## src/rtl/chipper_pkg.sv

```systemverilog
// Shared definitions for the CHIPPER router network interface: flit layout,
// idle flit and destination extraction.
package chipper_pkg;

  localparam int unsigned FLIT_W    = 32;
  localparam int unsigned COORD_W   = 2;
  localparam int unsigned PAYLOAD_W = 26;
  localparam int unsigned STAT_W    = 16;

  // Field bit positions inside a flit
  localparam int unsigned DST_X_HI   = 31;
  localparam int unsigned DST_X_LO   = 30;
  localparam int unsigned DST_Y_HI   = 29;
  localparam int unsigned DST_Y_LO   = 28;
  localparam int unsigned DST_Z_HI   = 27;
  localparam int unsigned DST_Z_LO   = 26;
  localparam int unsigned PAYLOAD_HI = 25;
  localparam int unsigned PAYLOAD_LO = 0;

  localparam logic [FLIT_W-1:0] IDLE_FLIT = FLIT_W'(0);

  typedef logic [COORD_W-1:0] coord_t;

  typedef struct packed {
    coord_t                 dst_x;
    coord_t                 dst_y;
    coord_t                 dst_z;
    logic [PAYLOAD_W-1:0]   payload;
  } flit_t;

  // Destination {x,y,z} of a flit
  function automatic logic [3*COORD_W-1:0] flit_dst(input logic [FLIT_W-1:0] flit);
    return flit[DST_X_HI:DST_Z_LO];
  endfunction

endpackage

```

## src/rtl/chipper_ni_fifo.sv

```systemverilog
// DEPTH-entry synchronous FIFO with occupancy count, full and empty flags.
// Storage is not reset; only pointers and count are.
module chipper_ni_fifo #(
  parameter int unsigned DEPTH = 4,
  parameter int unsigned W     = 32
) (
  input  logic                       clk,
  input  logic                       rst,
  input  logic                       i_wr_en,
  input  logic [W-1:0]               i_wr_data,
  input  logic                       i_rd_en,
  output logic [W-1:0]               o_rd_data,
  output logic [$clog2(DEPTH):0]     o_count,
  output logic                       o_full,
  output logic                       o_empty
);

  localparam int unsigned PTR_W = $clog2(DEPTH);
  localparam int unsigned CNT_W = PTR_W + 1;

  logic [W-1:0]     r_mem [DEPTH];
  logic [PTR_W-1:0] r_wr_ptr;
  logic [PTR_W-1:0] r_rd_ptr;
  logic [CNT_W-1:0] r_count;
  logic             w_wr;
  logic             w_rd;

  assign w_wr      = i_wr_en && !o_full;
  assign w_rd      = i_rd_en && !o_empty;
  assign o_full    = (r_count == CNT_W'(DEPTH));
  assign o_empty   = (r_count == CNT_W'(0));
  assign o_count   = r_count;
  assign o_rd_data = r_mem[r_rd_ptr];

  // Entry storage, written at the write pointer
  always_ff @(posedge clk) begin
    if (w_wr) r_mem[r_wr_ptr] <= i_wr_data;
  end

  // Pointers wrap naturally; count tracks occupancy
  always_ff @(posedge clk or posedge rst) begin
    if (rst) begin
      r_wr_ptr <= PTR_W'(0);
      r_rd_ptr <= PTR_W'(0);
      r_count  <= CNT_W'(0);
    end else begin
      if (w_wr) r_wr_ptr <= r_wr_ptr + PTR_W'(1);
      if (w_rd) r_rd_ptr <= r_rd_ptr + PTR_W'(1);
      case ({w_wr, w_rd})
        2'b10:   r_count <= r_count + CNT_W'(1);
        2'b01:   r_count <= r_count - CNT_W'(1);
        default: r_count <= r_count;
      endcase
    end
  end

endmodule

```

## src/rtl/chipper_pe_ni.sv

```systemverilog
// PE network interface for a 3D CHIPPER router: injection FIFO with
// request/grant handshake toward PEIN, registered capture of PEOUT.
// Optional statistics counters enabled by defining CHIPPER_NI_STATS_EN.
module chipper_pe_ni
  import chipper_pkg::*;
#(
  parameter coord_t      X_ADDR = 2'b01,
  parameter coord_t      Y_ADDR = 2'b01,
  parameter coord_t      Z_ADDR = 2'b01,
  parameter int unsigned DEPTH  = 4
) (
  input  logic              clk,
  input  logic              rst,
  input  logic [FLIT_W-1:0] pe_tx_flit,
  input  logic              pe_tx_valid,
  output logic              pe_tx_ready,
  output logic [FLIT_W-1:0] pein,
  output logic              inject_request,
  input  logic              inject_grant,
  input  logic [FLIT_W-1:0] peout,
  output logic [FLIT_W-1:0] pe_rx_flit,
  output logic              pe_rx_valid,
  output logic              misroute
`ifdef CHIPPER_NI_STATS_EN
  ,
  output logic [STAT_W-1:0] stat_inj_cnt,
  output logic [STAT_W-1:0] stat_ej_cnt,
  output logic [STAT_W-1:0] stat_stall_cnt
`endif
);

  localparam int unsigned CNT_W = $clog2(DEPTH) + 1;
  localparam logic [3*COORD_W-1:0] MY_ADDR = {X_ADDR, Y_ADDR, Z_ADDR};

  logic [FLIT_W-1:0] w_head;
  logic [CNT_W-1:0]  w_count;
  logic              w_full;
  logic              w_empty;
  logic              w_push;
  logic              w_pop;
  logic              w_capture;
  logic [FLIT_W-1:0] r_rx_flit;
  logic              r_rx_valid;
  logic              r_misroute;

  // Idle flits from the PE are accepted but never stored
  assign w_push    = pe_tx_valid && !w_full && (pe_tx_flit != IDLE_FLIT);
  assign w_pop     = !w_empty && inject_grant;
  assign w_capture = (peout != IDLE_FLIT);

  assign pe_tx_ready    = !w_full;
  assign inject_request = !w_empty;
  assign pein           = (w_count != CNT_W'(0)) ? w_head : IDLE_FLIT;
  assign pe_rx_flit     = r_rx_flit;
  assign pe_rx_valid    = r_rx_valid;
  assign misroute       = r_misroute;

  chipper_ni_fifo #(
    .DEPTH (DEPTH),
    .W     (FLIT_W)
  ) u_fifo (
    .clk       (clk),
    .rst       (rst),
    .i_wr_en   (w_push),
    .i_wr_data (pe_tx_flit),
    .i_rd_en   (w_pop),
    .o_rd_data (w_head),
    .o_count   (w_count),
    .o_full    (w_full),
    .o_empty   (w_empty)
  );

  // Capture ejected flits; valid and misroute are single-cycle pulses
  always_ff @(posedge clk or posedge rst) begin
    if (rst) begin
      r_rx_flit  <= IDLE_FLIT;
      r_rx_valid <= 1'b0;
      r_misroute <= 1'b0;
    end else begin
      r_rx_valid <= w_capture;
      r_misroute <= w_capture && (flit_dst(peout) != MY_ADDR);
      if (w_capture) r_rx_flit <= peout;
    end
  end

`ifdef CHIPPER_NI_STATS_EN
  logic [STAT_W-1:0] r_inj_cnt;
  logic [STAT_W-1:0] r_ej_cnt;
  logic [STAT_W-1:0] r_stall_cnt;
  logic              w_stall;

  assign w_stall        = !w_empty && !inject_grant;
  assign stat_inj_cnt   = r_inj_cnt;
  assign stat_ej_cnt    = r_ej_cnt;
  assign stat_stall_cnt = r_stall_cnt;

  // Saturating event counters
  always_ff @(posedge clk or posedge rst) begin
    if (rst) begin
      r_inj_cnt   <= STAT_W'(0);
      r_ej_cnt    <= STAT_W'(0);
      r_stall_cnt <= STAT_W'(0);
    end else begin
      if (w_pop && (r_inj_cnt != '1))       r_inj_cnt   <= r_inj_cnt + STAT_W'(1);
      if (w_capture && (r_ej_cnt != '1))    r_ej_cnt    <= r_ej_cnt + STAT_W'(1);
      if (w_stall && (r_stall_cnt != '1))   r_stall_cnt <= r_stall_cnt + STAT_W'(1);
    end
  end
`endif

endmodule
```

## config.mk

```make
export PLATFORM = sky130hd
export DESIGN_NAME = chipper_pe_ni
export DESIGN_NICKNAME = d
export VERILOG_FILES = /design/src/rtl/chipper_pkg.sv /design/src/rtl/chipper_ni_fifo.sv /design/src/rtl/chipper_pe_ni.sv
export SDC_FILE = /design/constraint.sdc
export NUM_CORES = 1
export LEC_CHECK = 0
export CELL_PAD_IN_SITES_DETAIL_PLACEMENT = 0
export CELL_PAD_IN_SITES_GLOBAL_PLACEMENT = 1
export CORE_MARGIN = 2
export CORE_UTILIZATION = 57
export CTS_CLUSTER_DIAMETER = 120
export DETAILED_ROUTE_END_ITERATION = 8
export DONT_BUFFER_PORTS = 1
export GPL_TIMING_DRIVEN = 0
export PLACE_DENSITY_LB_ADDON = 0.15
export SETUP_SLACK_MARGIN = 0.5
export SYNTH_ARGS = -nofsm -noshare
export SYNTH_HDL_FRONTEND = slang
export SYNTH_SLANG_ARGS = --single-unit
```

## constraint.sdc

```tcl
create_clock -name clk -period 4.3 [get_ports clk]
set_input_delay 0.215 -clock clk [delete_from_list [all_inputs] [get_ports clk]]
set_output_delay 0.215 -clock clk [all_outputs]
set_load 0.1 [all_outputs]
```

* Word level (Yosys, flattened, before mapping)
Memory sizes are Yosys's and may differ from the RTL's.
Cells that the tools add are included.
** Storage, ports and cells
- Register bits :: 41
- Bits in writable memories :: 128
- Output and inout port bits :: 68
- Logic and storage cells :: 32
- Memories kept :: 1
** Cells by class
- $add $sub $neg :: 4
- Equal/unequal tests :: 4
- Mux-type cells :: 4
- Reductions and logical operators :: 13
** Memories
- u_fifo.r_mem :: depth 4, bits a word 32, rd ports 1, clocked after Yosys merged registers in 0, write ports 1, RTL line chipper_ni_fifo.sv:21 : logic [W-1:0] r_mem [DEPTH];
** Operators by type and width (count)
- $reduce_bool 32->1 :: 2
- $mux 32 :: 1
- $logic_and 1x1->1 :: 6
- $ne 6x5->1 const B :: 1
- $pmux 3 s2 :: 1
- $add 2x1->2 const B :: 2
- $add 3x1->3 const B :: 1
- $eq 3x3->1 const B :: 1
- $logic_not 3->1 :: 1
- $reduce_bool 3->1 :: 1
- $sub 3x1->3 const B :: 1
- $eq 2x1->1 const B :: 1
- $eq 2x2->1 const B :: 1
- $logic_not 1->1 :: 2
- $mux 1 :: 2
- $reduce_bool 2->1 :: 1

* Logic depth before layout (Yosys ltp)
Gate-level depths: netlist (run 1).
- Depth after elaboration :: 7
- Mapped depth :: 10
- Depth with buffers taken out :: 10

* Hierarchy
A second synthesis (run 1) with hierarchy kept.
** Unflattened totals
- Cells, all modules :: 340
- Area total of the unflattened synthesis :: 6625.1 µm²
** By module, submodules not included
- chipper_ni_fifo :: times used 1, cells an instance 206, area each 5094.9 µm², seq. area each 4018.9 µm²
- chipper_pe_ni :: times used 1, cells an instance 134, area each 1530.2 µm², seq. area each 850.8 µm²

* Least setup slack after synthesis (run 1)
OpenSTA, ideal clock, no wires.
- Path type :: register to register
- Start point :: register u_fifo.r_count[0], in the netlist u_fifo.o_count[0]
- End point :: register u_fifo.r_count[2], in the netlist u_fifo.o_count[2]
- Setup time :: 0.079 ns
- Arrival :: 2.802 ns
- Required time :: 4.221 ns
- Setup slack :: 1.419 ns
- Cell stages (with the launch flop) :: 11
- Cells stage by stage :: dfrtp_1 -> inv_1 -> nand3_1 -> o211a_1 -> inv_1 -> ha_1 -> inv_1 -> fa_1 -> xor2_1 -> nor2_1 -> xor2_1
** Between the ends
- Word-level cells in the longest chain between the ends :: 7
** RTL lines
- start: declaration :: RTL line chipper_ni_fifo.sv:24 : logic [CNT_W-1:0] r_count;
- start signal: assignment :: RTL line chipper_ni_fifo.sv:50 : 2'b10: r_count <= r_count + CNT_W'(1);
- start signal: assignment :: RTL line chipper_ni_fifo.sv:51 : 2'b01: r_count <= r_count - CNT_W'(1);
- start signal: assignment :: RTL line chipper_ni_fifo.sv:52 : default: r_count <= r_count;
- $eq 3x3->1 * :: RTL line chipper_ni_fifo.sv:30 : assign o_full = (r_count == CNT_W'(DEPTH));
- $logic_not 1->1 *
- net pe_tx_ready :: RTL line chipper_pe_ni.sv:16 : output logic pe_tx_ready,
- $logic_and 1x1->1 (2 in series) :: RTL line chipper_pe_ni.sv:47 : assign w_push = pe_tx_valid && !w_full && (pe_tx_flit != IDLE_FLIT);
- $logic_and 1x1->1 * :: RTL line chipper_ni_fifo.sv:28 : assign w_wr = i_wr_en && !o_full;
- $eq 2x1->1 or $eq 2x2->1 (tied branches) :: RTL line chipper_ni_fifo.sv:49 : case ({w_wr, w_rd})
- $pmux 3 s2 or $reduce_bool 2->1 (tied branches)
The timed path passes the listed nets; every way through them passes the cells marked *.
A chain may end at the register's enable or synchronous reset.

* Worst setup path in the final report (run 1)
Same ends and word-level chain as after synthesis.

==> impl_metrics.ini, run 1 <==
[status]
status = complete, no violations

[flow_run]
drv_cap = 0

[logic_synthesis]
synth_common_cells = edfxtp_1, dfrtp_1, and2_1, mux4_2, a21o_1
syn_area_per_cell_um2 = 19.5
ys_warn_count = 0
yosysTopAreaCellShare = 0.589
synth_area_um2 = 6530
yosys.area.top_type = edfxtp_1
ys_seq_area_frac = 0.746
synthMostInstantiatedCell = edfxtp_1
synthArstFlopShare = 0.243
synth_cells = 335
netlist_top_cells_area = edfxtp_1, dfrtp_1, mux4_2
ys.flop_type = edfxtp_1
synth-edff-count = 128
ys_ff_latch = 169
synth_fp_nets = 409
yosys.cell_types.count = 27

[setup_path]
rr_worst_depth = 10
critPathMaxFanout = 7
cp_common_cell = inv_1
worstSetupStartpointType = flip-flop
crit_type = flip-flop to flip-flop
cp-endpoint = u_fifo.o_count[2]
r2r_slack_ns = 1.17
endpoint_kind = flip-flop
required_ns = 4.63
cp_slowest_stage_delay_ns = 0.82
cp.arrival_ns = 3.46
reg2reg_to = u_fifo.o_count[2]
reg2reg_from = u_fifo.o_count[0]
critPathLaunch = u_fifo.o_count[0]
cp_slowest_cell = nand3_1
crit_chain = inv_1 > nand3_1 > o211a_1 > inv_1 > ha_1 > inv_1 > fa_1 > xor2_1 > nor2_1 > xor2_1

[sta]
hold_ws_ns = 0.0736
finalSetupViolCount = 0
period_needed_ns = 3.13
setup_slack_ns = 1.17
fmax_mhz = 320
slew_headroom = 0.256
grt_setup_unrepaired = false
setup_tns_ns = 0
worstMarginPinSlew_ns = 1.11
fin_crit_sh = 0.727
hold_viol_final = 0
maxSlewViolCount = 0
fin_skew_ns = 0.00931

[cts]
cts_buffers = 17
cts_tree = built
cts.sinks = 169
cts.clk_slew.worst_paths_ns = 0.06
cts_root_buffer = clkbuf_16
cts.path.max_buffers = 2
cts_setup_buffers = 0
htree_levels = 4
clkLatencyLatePin_ns = 0.42

[finish]
drive_above_1_share = 0.197
area_delta_synth_final_pct = 21.7
final_util = 0.705
fin_nets = 493
antenna_cells = 0

[die]
ioPinCount = 136
rows = 39
die_h_um = 111
dieArea_um2 = 12300
die_w_um = 111
core_um2 = 11300
start_util = 0.579

[global_route]
grt_max_degree = 42
gr-total-overflow = 0
gr-usage-all-layers = 0.220
grt_pass1_wl_mm = 20.2
grt_pass1_vias = 3769
antenna_found_initial = 1

[drt]
num_vias = 3339
drc = 0
totalWireLength_mm = 12.7
drtIter0Drc = 222
drt_pass1_iterations = 5
wire_per_inst_um = 22.1
vias_per_cell = 5.81
ant_nets = 0

[placed_design]
portBuffers = 0
routabilityCongestion = 0.726
place_ws_ns = 1.21
hpwl_mm = 7.53

[worst_hold_path]
hp-class = primary input to flip-flop
final cells by class:
class | count | area (um^2)
plain buffers | 14 | 92.6
clock buffers | 23 | 497
clock inverters | 9 | 82.6
fillers | 743 | 3330
inverters | 8 | 30.0
multi-input cells | 144 | 1540
flip-flops and latches | 169 | 4870
well taps | 143 | 179
repair buffers | 65 | 651
placed cells by master (no fill, tap or decap), types with 2 or more instances in the layout:
master         synthesis  routed
and2_1                37      33
inv_1                  8       7
nand3_1                2       2
a21o_1                28      28
edfxtp_1             128     128
mux4_2                32      32
inv_4                  0       4
inv_6                  0       2
and2_2                 0       4
clkinv_2               0       2
a21o_2                 4       4
dfrtp_1               41      41
buf_6                  3       3
nand4_1                3       3
buf_4                  3       3
xor2_1                 3       3
nor3_1                 2       2
clkbuf_4               0       2
clkbuf_8               0       2
nand2_1                2       2
buf_2                  4       4
clkbuf_16              0      18
ha_1                   5       5
nor4_1                14      14
clkbuf_1               4       4
xnor2_1                3       3
dlygate4sd3_1          0      65
nor2_1                 2       2
critical path: cells and delay by family (launching register included):
kind / cells / cell delay, ns
flip-flops: 1 / 0.41
AO/OA/AOI/OAI: 1 / 0.54
AND/OR/NAND/NOR: 2 / 0.93
buffers and inverters: 3 / 0.26
adder cells (fa/ha/maj): 2 / 0.60
XOR/XNOR: 2 / 0.30
cells by family (layout without fill, tap and decap cells):
group,count (synthesis),count (layout),share of synthesized area
xor gates and xnor gates,6,6,0.00805
buffers and inverters,22,119,0.0186
adders and majority gates,6,6,0.0127
and+or+nand+nor,64,64,0.0606
muxes,34,34,0.114
AOI/OAI and AO/OA,34,34,0.0404
DFF,169,169,0.746
registers in the layout (all words and copies together), names as in the netlist:
name,cells
pe_rx_flit,32
u_fifo.r_rd_ptr,2
u_fifo.r_mem,128
misroute,1
u_fifo.r_wr_ptr,2
u_fifo.o_count,3
pe_rx_valid,1
through the flow:
stage	cells	instance area [um^2]
3_5_place_dp	478	6710
5_1_grt	575	7940
6_report	575	7940
2_1_floorplan	335	6530
3_3_place_gp	478	6710
4_1_cts	575	7940
worst min-delay path by stage:
| stage | from | to | cells after the start |
|---|---|---|---|
| 3_3_place_gp | peout[29] | pe_rx_flit[29] | 1 |
| 6_report | inject_grant | u_fifo.r_rd_ptr[0] | 2 |
| 4_1_cts | inject_grant | u_fifo.r_rd_ptr[0] | 2 |
| 5_1_grt | inject_grant | u_fifo.r_rd_ptr[0] | 2 |
| 2_1_floorplan | peout[0] | pe_rx_flit[0] | 1 |
| 3_5_place_dp | peout[22] | pe_rx_flit[22] | 1 |
timing repair:
item / 4_1_cts / 5_1_grt
hold buffers: 65 / 0
setup endpoints to repair: 0 / 0
resized for setup: 0 / 0
endpoints found under the hold margin: 202 / 0
per-layer routing:
layer	up-vias	track usage	share of wire
met1	1730	0.266	0.38
met2	100	0.381	0.54
met3	18	0.0689	0.055
li1	1489	-	-
met4	2	0.0741	0.017
met5	-	0	0.00055
Power of run 1 is not shown: default switching activity piles up to over one toggle a cycle in this logic, so the estimate is an artifact.
==> inputs of run 2 (changes only) <==
--- a/config.mk
+++ b/config.mk
@@ -5,10 +5,11 @@
 export SDC_FILE = /design/constraint.sdc
 export NUM_CORES = 1
 export LEC_CHECK = 0
+export ABC_AREA = 1
 export CELL_PAD_IN_SITES_DETAIL_PLACEMENT = 0
 export CELL_PAD_IN_SITES_GLOBAL_PLACEMENT = 1
 export CORE_MARGIN = 2
-export CORE_UTILIZATION = 57
+export CORE_UTILIZATION = 44
 export CTS_CLUSTER_DIAMETER = 120
 export DETAILED_ROUTE_END_ITERATION = 8
 export DONT_BUFFER_PORTS = 1
==> constraint.sdc (replaced) <==
create_clock -name clk -period 2.6 [get_ports clk]
set_input_delay 0.13 -clock clk [delete_from_list [all_inputs] [get_ports clk]]
set_output_delay 0.13 -clock clk [all_outputs]
set_load 0.1 [all_outputs]
==> impl_metrics.ini, run 2 <==
[sta]
slew_headroom = 0.379
fin_crit_sh = 0.897
setup_tns_ns = 0
grt_setup_unrepaired = true
maxSlewViolCount = 0
hold_viol_final = 0
setup_slack_ns = 0.268
finalSetupViolCount = 0
period_needed_ns = 2.33
fmax_mhz = 429
worstMarginPinSlew_ns = 0.931
fin_skew_ns = 0.00438

[setup_path]
critPathMaxFanout = 5
crit_chain = buf_6 > buf_12 > buf_12 > buf_12 > nor2_2 > nor2_2 > o21ai_2 > a21oi_4
reg2reg_to = u_fifo.r_mem[1][14]
cp.arrival_ns = 2.20
endpoint_kind = output port
rr_worst_depth = 6
reg2reg_from = u_fifo.o_count[2]
worstSetupStartpointType = flip-flop
cp_slowest_cell = a21oi_4
r2r_slack_ns = 0.36
cp_slowest_stage_delay_ns = 0.59
required_ns = 2.47
cp_common_cell = buf_12
crit_type = flip-flop to output port

[logic_synthesis]
synth_common_cells = nor2_1, edfxtp_1, nand2_1, inv_1, o21ai_0
synth_cells = 637
ys.flop_type = edfxtp_1
yosys.cell_types.count = 24
syn_area_per_cell_um2 = 10.9
synth_fp_nets = 711
yosys.area.top_type = edfxtp_1
synth-edff-count = 128
ys_warn_count = 0
netlist_top_cells_area = edfxtp_1, dfrtp_1, nor2_1
synthArstFlopShare = 0.243
synth_area_um2 = 6950
yosysTopAreaCellShare = 0.553
ys_ff_latch = 169
synthMostInstantiatedCell = nor2_1
ys_seq_area_frac = 0.701

[cts]
cts.clk_slew.worst_paths_ns = 0.06
cts_buffers = 17
cts.path.max_buffers = 2
htree_levels = 4
cts_root_buffer = clkbuf_16
clkLatencyLatePin_ns = 0.42
cts.sinks = 169
cts_tree = built

[placed_design]
routabilityCongestion = 0.730
dpl-instance-area_um2 = 7430
hpwl_mm = 10.4
place_ws_ns = 0.156
portBuffers = 0

[finish]
final_util = 0.650
drive_above_1_share = 0.301
seqCellArea_um2 = 4870
finalInstanceArea_um2 = 9950
final_cell_mix = edfxtp_1, nor2_1, nand2_1, dlygate4sd3_1, inv_1
top_register = u_fifo.r_mem
largest_reg_flops = 128
mostFrequentLayoutCell = edfxtp_1
antenna_cells = 0
layout.filler_cells = 1204
fin_nets = 836
multi_input_area_um2 = 2550
area_delta_synth_final_pct = 43.3

[worst_hold_path]
min_to = u_fifo.r_wr_ptr[0]
min_path_cells = 6
min-delay-start = pe_tx_flit[20]
hp-class = primary input to flip-flop

[global_route]
grt_pass1_vias = 5066
gr-total-overflow = 0
grt_max_degree = 42
gr-usage-all-layers = 0.224
grt_pass1_wl_mm = 27.6
antenna_found_initial = 0

[die]
die_h_um = 130
start_util = 0.454
dieArea_um2 = 16800
die_w_um = 130
rows = 45
ioPinCount = 136
core_um2 = 15300

[drt]
drc = 0
totalWireLength_mm = 18.5
wire_per_inst_um = 18.7
ant_nets = 0
drt_pass1_iterations = 5
num_vias = 5030
vias_per_cell = 5.10
drtIter0Drc = 304

[flow_run]
drv_cap = 0

[status]
status = complete, no violations
-- run 2: changes by cell type in the layout (fill, tap and decap cells not counted), sizes merged, moves of 4 or more --
cell,before,now
clkinv,2,6
a21oi,0,34
nor2,2,177
nand2,2,86
and2,37,2
nand4,3,11
mux4,32,0
inv,14,50
clkbuf,27,33
a21o,32,0
buf,10,53
nor4,14,0
o21ai,0,67
-- run 2: how the worst max path moves through the flow --
stage | startpoint | endpoint | slack, ns
after global routing | u_fifo.r_rd_ptr[0] | pein[29] | 0.19
after CTS | u_fifo.o_count[2] | u_fifo.r_mem[1][14] | 0.23
after floorplan | u_fifo.o_count[0] | u_fifo.r_mem[2][0] | 0.25
after detailed placement | u_fifo.o_count[0] | u_fifo.o_count[2] | 0.16
final | u_fifo.r_rd_ptr[0] | pein[30] | 0.27
after global placement | u_fifo.o_count[0] | u_fifo.r_mem[3][17] | -0.48
-- run 2: timing repair --
item	4_1_cts	5_1_grt
setup endpoints to repair	117	99
hold buffers	67	0
gates cloned	4	2
gates resized for setup	171	74
pin swaps	60	66
endpoints found under the hold margin	204	0
setup buffers	22	9
-- run 2: cell families after synthesis --
logic type | share of synthesized area
XOR/XNOR | 0.00505
flip-flops | 0.701
adder cells (fa/ha/maj) | 0.0119
AND/OR/NAND/NOR | 0.160
buffers and inverters | 0.0488
AO/OA/AOI/OAI | 0.0733
-- run 2: area by class of cell --
class	count	area share
Inverter	51	0.0199
Tap cell	211	0.0265
Timing Repair Buffer	104	0.116
Clock inverter	9	0.0122
Sequential cell	169	0.490
Buffer	26	0.0307
Multi-Input combinational cell	393	0.256
Clock buffer	23	0.0480
-- run 2: through the flow --
step / hold WS [ns] / std cells
floorplan: 0.214 / 637
global placement: 0.222 / 848
detailed placement: 0.221 / 850
CTS: 0.0912 / 975
global route: 0.132 / 986
finish: 0.104 / 986
-- run 2: worst max-delay path, delay by kind of cell, from the launching register on --
kind	cells	cell delay, ns
flops	1	0.43
compound gates	2	0.67
buf+inv	4	0.50
simple gates	2	0.16
-- run 2: routing by layer --
metal / wire, um / part of all wire / track usage
met1: 7610 / 0.41 / 0.277
met3: 1000 / 0.054 / 0.0495
met2: 9570 / 0.52 / 0.392
met4: 305 / 0.017 / 0.0727
met5: 0 / 0 / 0
Power of run 2 is left out for the same reason.
==> inputs of run 3 (changes only) <==
--- a/config.mk
+++ b/config.mk
@@ -6,14 +6,13 @@
 export NUM_CORES = 1
 export LEC_CHECK = 0
 export ABC_AREA = 1
-export CELL_PAD_IN_SITES_DETAIL_PLACEMENT = 0
+export CELL_PAD_IN_SITES_DETAIL_PLACEMENT = 1
 export CELL_PAD_IN_SITES_GLOBAL_PLACEMENT = 1
 export CORE_MARGIN = 2
 export CORE_UTILIZATION = 44
 export CTS_CLUSTER_DIAMETER = 120
 export DETAILED_ROUTE_END_ITERATION = 8
 export DONT_BUFFER_PORTS = 1
-export GPL_TIMING_DRIVEN = 0
 export PLACE_DENSITY_LB_ADDON = 0.15
 export SETUP_SLACK_MARGIN = 0.5
 export SYNTH_ARGS = -nofsm -noshare
==> impl_metrics.ini, run 3 (synthesis results as in run 2) <==
[sta]
slew_headroom = 0.378
worstMarginPinSlew_ns = 0.933
setup_slack_ns = 0.435
fmax_mhz = 462
finalSetupViolCount = 0
fin_skew_ns = 0.0110
maxSlewViolCount = 0
period_needed_ns = 2.17
grt_setup_unrepaired = true
setup_tns_ns = 0
hold_viol_final = 0
fin_crit_sh = 0.833

[global_route]
grt_pass1_wl_mm = 32.3
gr-usage-all-layers = 0.262
gr-total-overflow = 0
antenna_found_initial = 0
grt_pass1_vias = 6040
grt_max_degree = 67

[drt]
drc = 0
ant_nets = 0
totalWireLength_mm = 22.1
vias_per_cell = 5.36
drtIter0Drc = 310
wire_per_inst_um = 22.0
drt_pass1_iterations = 4
num_vias = 5394

[cts]
clkLatencyLatePin_ns = 0.43
htree_levels = 4
cts_tree = built
cts_root_buffer = clkbuf_16
cts.path.max_buffers = 2
cts_buffers = 17
cts.sinks = 169
cts.clk_slew.worst_paths_ns = 0.06

[finish]
antenna_cells = 0
area_delta_synth_final_pct = 39.7
final_cell_mix = nor2_1, edfxtp_1, nand2_1, dlygate4sd3_1, inv_1
largest_reg_flops = 128
mostFrequentLayoutCell = nor2_1
top_register = u_fifo.r_mem
finalInstanceArea_um2 = 9710
drive_above_1_share = 0.207
fin_nets = 857
fin_cells = 1007

[die]
die_h_um = 130
dieArea_um2 = 16800
rows = 45
core_um2 = 15300
ioPinCount = 136
start_util = 0.454
die_w_um = 130

[setup_path]
crit_chain = buf_12 > buf_6 > nor2_1 > nor2_1 > o21ai_0 > a21oi_2 > buf_12
crit_type = flip-flop to output port
cp_slowest_cell = dfrtp_2
required_ns = 2.47
cp_slowest_stage_delay_ns = 0.48
worstSetupStartpointType = flip-flop
cp.arrival_ns = 2.04
crit_buf_inv = 3
endpoint_kind = output port
crit_family = buffers and inverters
critPathMaxFanout = 8

[placed_design]
hpwl_mm = 11.8
portBuffers = 0
dpl-instance-area_um2 = 8240
place_ws_ns = 0.512
dp_cells = 897
routabilityCongestion = 0.725

[status]
status = complete, no violations

[worst_hold_path]
hp-class = primary input to flip-flop

[flow_run]
drv_cap = 0
[run 3: changes by cell type in the layout (fill, tap and decap cells not counted), sizes merged]
cell / delta
buf: +30
bufinv: +1
clkbuf: -12
clkinv: -1
clkinvlp: +3
inv: +1
nor2: -1
[run 3: area by class of cell]
| type | instances | area (um^2) |
|---|---|---|
| clock buffer | 19 | 433 |
| clock inverter | 13 | 175 |
| fill | 1569 | 5610 |
| inverter | 51 | 203 |
| multi-input combinational | 392 | 1920 |
| sequential | 169 | 4870 |
| tap | 211 | 264 |
| timing repair buffer | 152 | 1840 |
[run 3: path summary, 6_finish.rpt]
kind / startpoint / end / slack, ns / depth (start not counted)
worst max-delay path: u_fifo.r_rd_ptr[0] / pein[9] / 0.43 / 7
worst min-delay path: pe_tx_valid / u_fifo.r_wr_ptr[1] / 0.02 / 3
worst max register to register: u_fifo.o_count[0] / u_fifo.o_count[2] / 0.63 / 10
worst min register to register: pe_rx_flit[0] / pe_rx_flit[0] / 0.47 / 2
max in group asynchronous: rst / pe_rx_flit[7] / 1.58 / 3
min in group asynchronous: rst / pe_rx_flit[19] / 0.23 / 2
[run 3: timing repair]
item,CTS,global route
endpoints found under the hold margin,178,0
hold buffers,67,0
pin swaps,0,13
setup endpoints to repair,34,32
cloned,0,6
buffers inserted,0,5
gates resized for setup,7,12
[run 3: stage by stage]
| step | hold WS, ns | util |
|---|---|---|
| 2_1_floorplan | 0.214 | - |
| 3_3_place_gp | 0.122 | 0.538 |
| 3_5_place_dp | 0.140 | 0.538 |
| 4_1_cts | 0.00369 | 0.623 |
| 5_1_grt | 0.0320 | 0.634 |
| 6_report | 0.0182 | 0.634 |
[run 3: worst register-to-register path, stage by stage, from the launching register on]
cell	delay (ns)
dfrtp_2	0.45
inv_2	0.11
nand3_4	0.08
and2_4	0.19
o21ai_4	0.09
ha_2	0.22
inv_2	0.05
fa_2	0.33
a21oi_1	0.12
o21ai_1	0.09
xnor2_1	0.13
[run 3: per-layer routing]
metal / share of wire / vias to the layer above / global-route usage
met5: 0 / - / 0
met4: 0.027 / 0 / 0.118
met3: 0.058 / 48 / 0.0665
met2: 0.55 / 202 / 0.491
met1: 0.36 / 2730 / 0.274
li1: - / 2414 / -
Power of run 3 is left out for the same reason.
